==> src/rtl/imem_loader.sv <==
// Byte-stream program loader: packs bytes into 32-bit words and writes each word to
// instruction memory as four big-endian byte writes. Optional trailing XOR checksum: IMEM_LOADER_CHECKSUM_EN.
`default_nettype none

module imem_loader #(
    parameter int unsigned ADDR_W = 10,
    parameter int unsigned LEN_W  = 9
) (
    input  logic              CLK,
    input  logic              RESET,
    input  logic              START,
    input  logic [ADDR_W-1:0] BASE_ADDR,
    input  logic [LEN_W-1:0]  LEN_WORDS,
    input  logic [7:0]        BYTE_IN,
    input  logic              BYTE_VALID,
    output logic              BYTE_READY,
    output logic [ADDR_W-1:0] MEM_ADDR,
    output logic [7:0]        MEM_DATA,
    output logic              MEM_WE,
    output logic              CPU_HOLD,
    output logic              BUSY,
    output logic              DONE,
    output logic              ERR,
    output logic [LEN_W-1:0]  WORD_COUNT
);

`ifdef IMEM_LOADER_CHECKSUM_EN
    typedef enum logic [2:0] {
        S_IDLE  = 3'd0,
        S_RECV  = 3'd1,
        S_WRITE = 3'd2,
        S_CHECK = 3'd3,
        S_FIN   = 3'd4
    } state_t;
`else
    typedef enum logic [2:0] {
        S_IDLE  = 3'd0,
        S_RECV  = 3'd1,
        S_WRITE = 3'd2,
        S_FIN   = 3'd4
    } state_t;
`endif

    state_t            state;
    logic [ADDR_W-1:0] word_ptr;   // byte address of the word being assembled/written
    logic [LEN_W-1:0]  len_q;
    logic [31:0]       word_buf;
    logic [1:0]        byte_idx;
    logic [1:0]        wr_idx;

    logic [31:0]       buf_next;
    logic              last_word;

    assign buf_next  = {word_buf[23:0], BYTE_IN};
    assign last_word = (WORD_COUNT + LEN_W'(1)) == len_q;

    // Byte i of a word in memory order (i=0 is the MSB).
    function automatic logic [7:0] pick(input logic [31:0] w, input logic [1:0] i);
        case (i)
            2'd0:    return w[31:24];
            2'd1:    return w[23:16];
            2'd2:    return w[15:8];
            default: return w[7:0];
        endcase
    endfunction

`ifdef IMEM_LOADER_CHECKSUM_EN
    logic [7:0] chk_q;
    logic       err_q;
    assign ERR = err_q;
`else
    assign ERR = 1'b0;
`endif

    always_ff @(posedge CLK or posedge RESET) begin
        if (RESET) begin
            state      <= S_IDLE;
            word_ptr   <= '0;
            len_q      <= '0;
            word_buf   <= '0;
            byte_idx   <= '0;
            wr_idx     <= '0;
            BYTE_READY <= 1'b0;
            MEM_ADDR   <= '0;
            MEM_DATA   <= '0;
            MEM_WE     <= 1'b0;
            CPU_HOLD   <= 1'b0;
            BUSY       <= 1'b0;
            DONE       <= 1'b0;
            WORD_COUNT <= '0;
`ifdef IMEM_LOADER_CHECKSUM_EN
            chk_q      <= '0;
            err_q      <= 1'b0;
`endif
        end else begin
            case (state)
                S_IDLE: begin
                    if (START) begin
                        word_ptr   <= BASE_ADDR & ~ADDR_W'(3);
                        len_q      <= LEN_WORDS;
                        WORD_COUNT <= '0;
                        byte_idx   <= '0;
                        wr_idx     <= '0;
                        BUSY       <= 1'b1;
                        CPU_HOLD   <= 1'b1;
`ifdef IMEM_LOADER_CHECKSUM_EN
                        chk_q      <= '0;
                        err_q      <= 1'b0;
`endif
                        if (LEN_WORDS == '0) begin
`ifdef IMEM_LOADER_CHECKSUM_EN
                            state      <= S_CHECK;
                            BYTE_READY <= 1'b1;
`else
                            state      <= S_FIN;
                            DONE       <= 1'b1;
`endif
                        end else begin
                            state      <= S_RECV;
                            BYTE_READY <= 1'b1;
                        end
                    end
                end

                S_RECV: begin
                    if (BYTE_VALID && BYTE_READY) begin
                        word_buf <= buf_next;
                        byte_idx <= byte_idx + 2'd1;
`ifdef IMEM_LOADER_CHECKSUM_EN
                        chk_q    <= chk_q ^ BYTE_IN;
`endif
                        // Fourth byte: first memory write is presented on the next cycle.
                        if (byte_idx == 2'd3) begin
                            state      <= S_WRITE;
                            BYTE_READY <= 1'b0;
                            MEM_WE     <= 1'b1;
                            MEM_ADDR   <= word_ptr;
                            MEM_DATA   <= buf_next[31:24];
                            wr_idx     <= 2'd0;
                        end
                    end
                end

                S_WRITE: begin
                    if (wr_idx != 2'd3) begin
                        wr_idx   <= wr_idx + 2'd1;
                        MEM_ADDR <= MEM_ADDR + ADDR_W'(1);
                        MEM_DATA <= pick(word_buf, wr_idx + 2'd1);
                    end else begin
                        MEM_WE     <= 1'b0;
                        WORD_COUNT <= WORD_COUNT + LEN_W'(1);
                        word_ptr   <= word_ptr + ADDR_W'(4);
                        if (!last_word) begin
                            state      <= S_RECV;
                            BYTE_READY <= 1'b1;
                        end else begin
`ifdef IMEM_LOADER_CHECKSUM_EN
                            state      <= S_CHECK;
                            BYTE_READY <= 1'b1;
`else
                            state      <= S_FIN;
                            DONE       <= 1'b1;
`endif
                        end
                    end
                end

`ifdef IMEM_LOADER_CHECKSUM_EN
                S_CHECK: begin
                    if (BYTE_VALID && BYTE_READY) begin
                        err_q      <= (BYTE_IN != chk_q);
                        BYTE_READY <= 1'b0;
                        DONE       <= 1'b1;
                        state      <= S_FIN;
                    end
                end
`endif

                S_FIN: begin
                    DONE     <= 1'b0;
                    BUSY     <= 1'b0;
                    CPU_HOLD <= 1'b0;
                    state    <= S_IDLE;
                end

                default: begin
                    state      <= S_IDLE;
                    BYTE_READY <= 1'b0;
                    MEM_WE     <= 1'b0;
                    DONE       <= 1'b0;
                    BUSY       <= 1'b0;
                    CPU_HOLD   <= 1'b0;
                end
            endcase
        end
    end

endmodule

`default_nettype wire
==> config.mk <==
export PLATFORM = sky130hd
export DESIGN_NAME = imem_loader
export DESIGN_NICKNAME = d
export VERILOG_FILES = /design/src/rtl/imem_loader.sv
export SDC_FILE = /design/constraint.sdc
export NUM_CORES = 1
export LEC_CHECK = 0
export CAP_MARGIN = 20
export CORE_MARGIN = 2
export CORE_UTILIZATION = 40
export DETAILED_ROUTE_END_ITERATION = 8
export GPL_ROUTABILITY_DRIVEN = 0
export MAX_ROUTING_LAYER = met4
export PLACE_DENSITY = 0.68
export REMOVE_ABC_BUFFERS = 1
export SYNTH_ARGS = -nofsm -noshare
export SYNTH_HDL_FRONTEND = slang
export SYNTH_SLANG_ARGS = --single-unit
==> constraint.sdc <==
create_clock -name CLK -period 5.7 [get_ports CLK]
set_input_delay 0.57 -clock CLK [delete_from_list [all_inputs] [get_ports CLK]]
set_output_delay 0.57 -clock CLK [all_outputs]
set_load 0.02 [all_outputs]
==> metrics.txt <==
status complete, no violations; worst hold slack 0.5005 ns; vias per cell 5.552; Post-synth ARST share 100.0%; Gate Count Post-Synth 463; Worst-Margin Slew 0.9319 ns; setup violators final 0; worst path required time 5.94 ns; Post-DP HPWL 6960 um; syn avg cell area 9.812 um2; Pre-Repair DR Iteration Count 4; number of flops mapped to enable cells by yosys 0; via count 3620; PD cells 480.6 mW/mm2; Startpoint Class flip-flop; setup TNS 0 ns; DR iter-0 viols 161; Die Ht 110.6 um; CTS Buf Count 9; die width 110.6 um; largest net degree at the start of global routing 71; FF-to-FF Start state[1]; commonest non-fill, non-tap cell in the layout dfrtp_1; slowest stage cell, crit path nor3_2; Setup Skew 0.006683 ns; H-Tree Depth 3; CP max FO 30; crit path kind flip-flop to flip-flop; antenna cells 0; Synth cell types 49; worst endpoint data arrival time 3.05 ns; Port Buf Inserts 60; initial antenna violation count 0; DRC errors left 0; Final Hold Viols 0; Cell Rows 38; crit path capture type flip-flop; most frequent cells in the layout dfrtp_1 (87), clkdlybuf4s50_1 (60), nand2_1 (47); WP buf/inv 2; largest area contributor in the netlist dfrtp_1; share of cells above drive strength 1 14.06%; # IOs 64; family with the most delay on the worst path simple AND/OR/NAND/NOR gates; crit path capture WORD_COUNT[6]; Initial Utilization 41.36%; fin crit share 49.36%; r2r endpoint WORD_COUNT[6]; post-synthesis register bit count 87; Post-Route WL 10250 um; Max-cap violations 0; sequential area share after synthesis 47.92%; clock transition at the registers of the reported paths 0.07 ns; DIE AREA 0.01223 mm2; crit-path max cell delay 0.79 ns; post-route ant nets 0; CP cell instances inv_1 -> nor3_2 -> buf_4 -> nand2_1 -> a21oi_1 -> o21ai_0 -> o31ai_1; first-pass GRT wire length 17140 um; Levels on crit path 7; Hold Path Class primary input to async pin; Leakage Power 2.259 nW; RSZ-0062 raised after global routing no; GRT Util Overall 17.44%; clock sink count 87; Max Buffers Root-to-Sink 2; synthesized cell area 0.004543 mm2; postcts setup bufs 0; yosys warns 0; FMAX 355.4 MHz; most area-consuming cells after synthesis dfrtp_1 (48%), mux2_2 (11%), nand2_1 (3.9%); Relative slew margins 37.53%; Final nets 547; Tmin final 2.813 ns; vias in the first global route 3572; Layout area overhead 22.03%; Core Footprint 0.01098 mm2; TritonCTS clock tree yes; Peak supply drop 250.4 uV; grt total ovfl 0; R2R setup slack 2.89 ns; root buf cell clkbuf_16; Reg2Reg Depth 7; hold_buf cts 0; wire per inst 15.73 um; Worst-Skew Late Latency 0.33 ns; Final Util 50.48%; Max Slew Vio Count 0; post-cts resize count 0; area share of the largest cell type after synthesis 47.92%; top_reg_cell synth dfrtp_1; Critical Path Start state[1]
[how the worst min path moves through the flow]
stage	startpoint	end
3_5_place_dp	word_buf[29]	word_buf[29]
3_3_place_gp	word_buf[24]	word_buf[24]
2_1_floorplan	word_buf[24]	word_buf[24]
4_1_cts	RESET	byte_idx[0]
6_report	RESET	byte_idx[0]
5_1_grt	RESET	byte_idx[0]
[cell usage after synthesis (2+ instances only)]
cell	count
o22ai_1	8
dfrtp_1	87
xor2_1	6
a22oi_1	8
xnor2_1	5
nand2_1	47
o31ai_1	4
buf_2	6
a21o_1	2
mux2_2	43
a2bb2oi_1	3
a221oi_1	8
a211oi_1	5
clkbuf_1	18
nor2_1	41
a22o_1	5
nor3_1	7
nor2b_1	2
nor4_1	4
o21ai_1	2
a31oi_1	3
o21ai_0	35
or3_1	3
nand3_1	22
inv_1	10
and3_1	5
buf_4	3
buf_1	4
a21oi_1	35
a41oi_1	2
nand2b_1	3
and2_1	2
ha_1	9
[power by group]
group / internal, W / switching, W
combinational: 0.000477 / 0.000405
clock: 0.000389 / 0.000253
sequential: 0.000883 / 0.000257
total: 0.00175 / 0.000915
[kinds of logic (layout without fill, tap and decap cells)]
| kind of cell | after synthesis | after routing | synth area share (%) |
|---|---|---|---|
| buffers and inverters | 42 | 91 | 4.048 |
| muxes | 44 | 44 | 10.88 |
| xor gates and xnor gates | 12 | 12 | 2.644 |
| DFF | 87 | 87 | 47.92 |
| and+or+nand+nor | 142 | 142 | 14.51 |
| AOI/OAI and AO/OA | 126 | 126 | 17.43 |
| other | 1 | 1 | 0.08254 |
| adders and majority gates | 9 | 9 | 2.479 |
[metal layers]
layer,vias to the layer above,GRT usage (%),wire length (um)
met4,0,6.000,61
li1,1749,-,-
met1,1794,22.94,4836
met3,6,2.744,312
met2,71,27.65,5042
met5,-,-,0
[worst reg2reg max path, stage by stage, from the launching register on]
cell and delay (ns):
dfrtp_1 0.55, inv_1 0.24, nor3_2 0.79, buf_4 0.42
nand2_1 0.32, a21oi_1 0.22, o21ai_0 0.09, o31ai_1 0.09
[stage by stage]
stage	std cells	instance area, um2	setup slack (ns)	total power (W)
after floorplan	431	4397	1.804	0.001681
after global placement	635	5209	2.895	0.001985
after detailed placement	635	5209	2.784	0.002035
after CTS	651	5537	2.894	0.002687
after global routing	652	5544	2.595	0.002832
final	652	5544	2.887	0.002665
[state kept, by name, summed over array words and instances (netlist names)]
signal and flops:
DONE 1, MEM_WE 1, state 3, word_ptr 8, MEM_ADDR 10, WORD_COUNT 9
BYTE_READY 1, len_q 9, BUSY 1, byte_idx 2, MEM_DATA 8, wr_idx 2
word_buf 32
[layout make-up]
cell class,instances,area (um2)
inverter,10,38.79
sequential,87,2177
timing repair buffer,65,638.1
multi-input combinational,334,2187
fill,1015,5439
clock buffer,9,225.2
tap,140,175.2
clock inverter,7,102.6
Power figures use the tool's default switching activity.
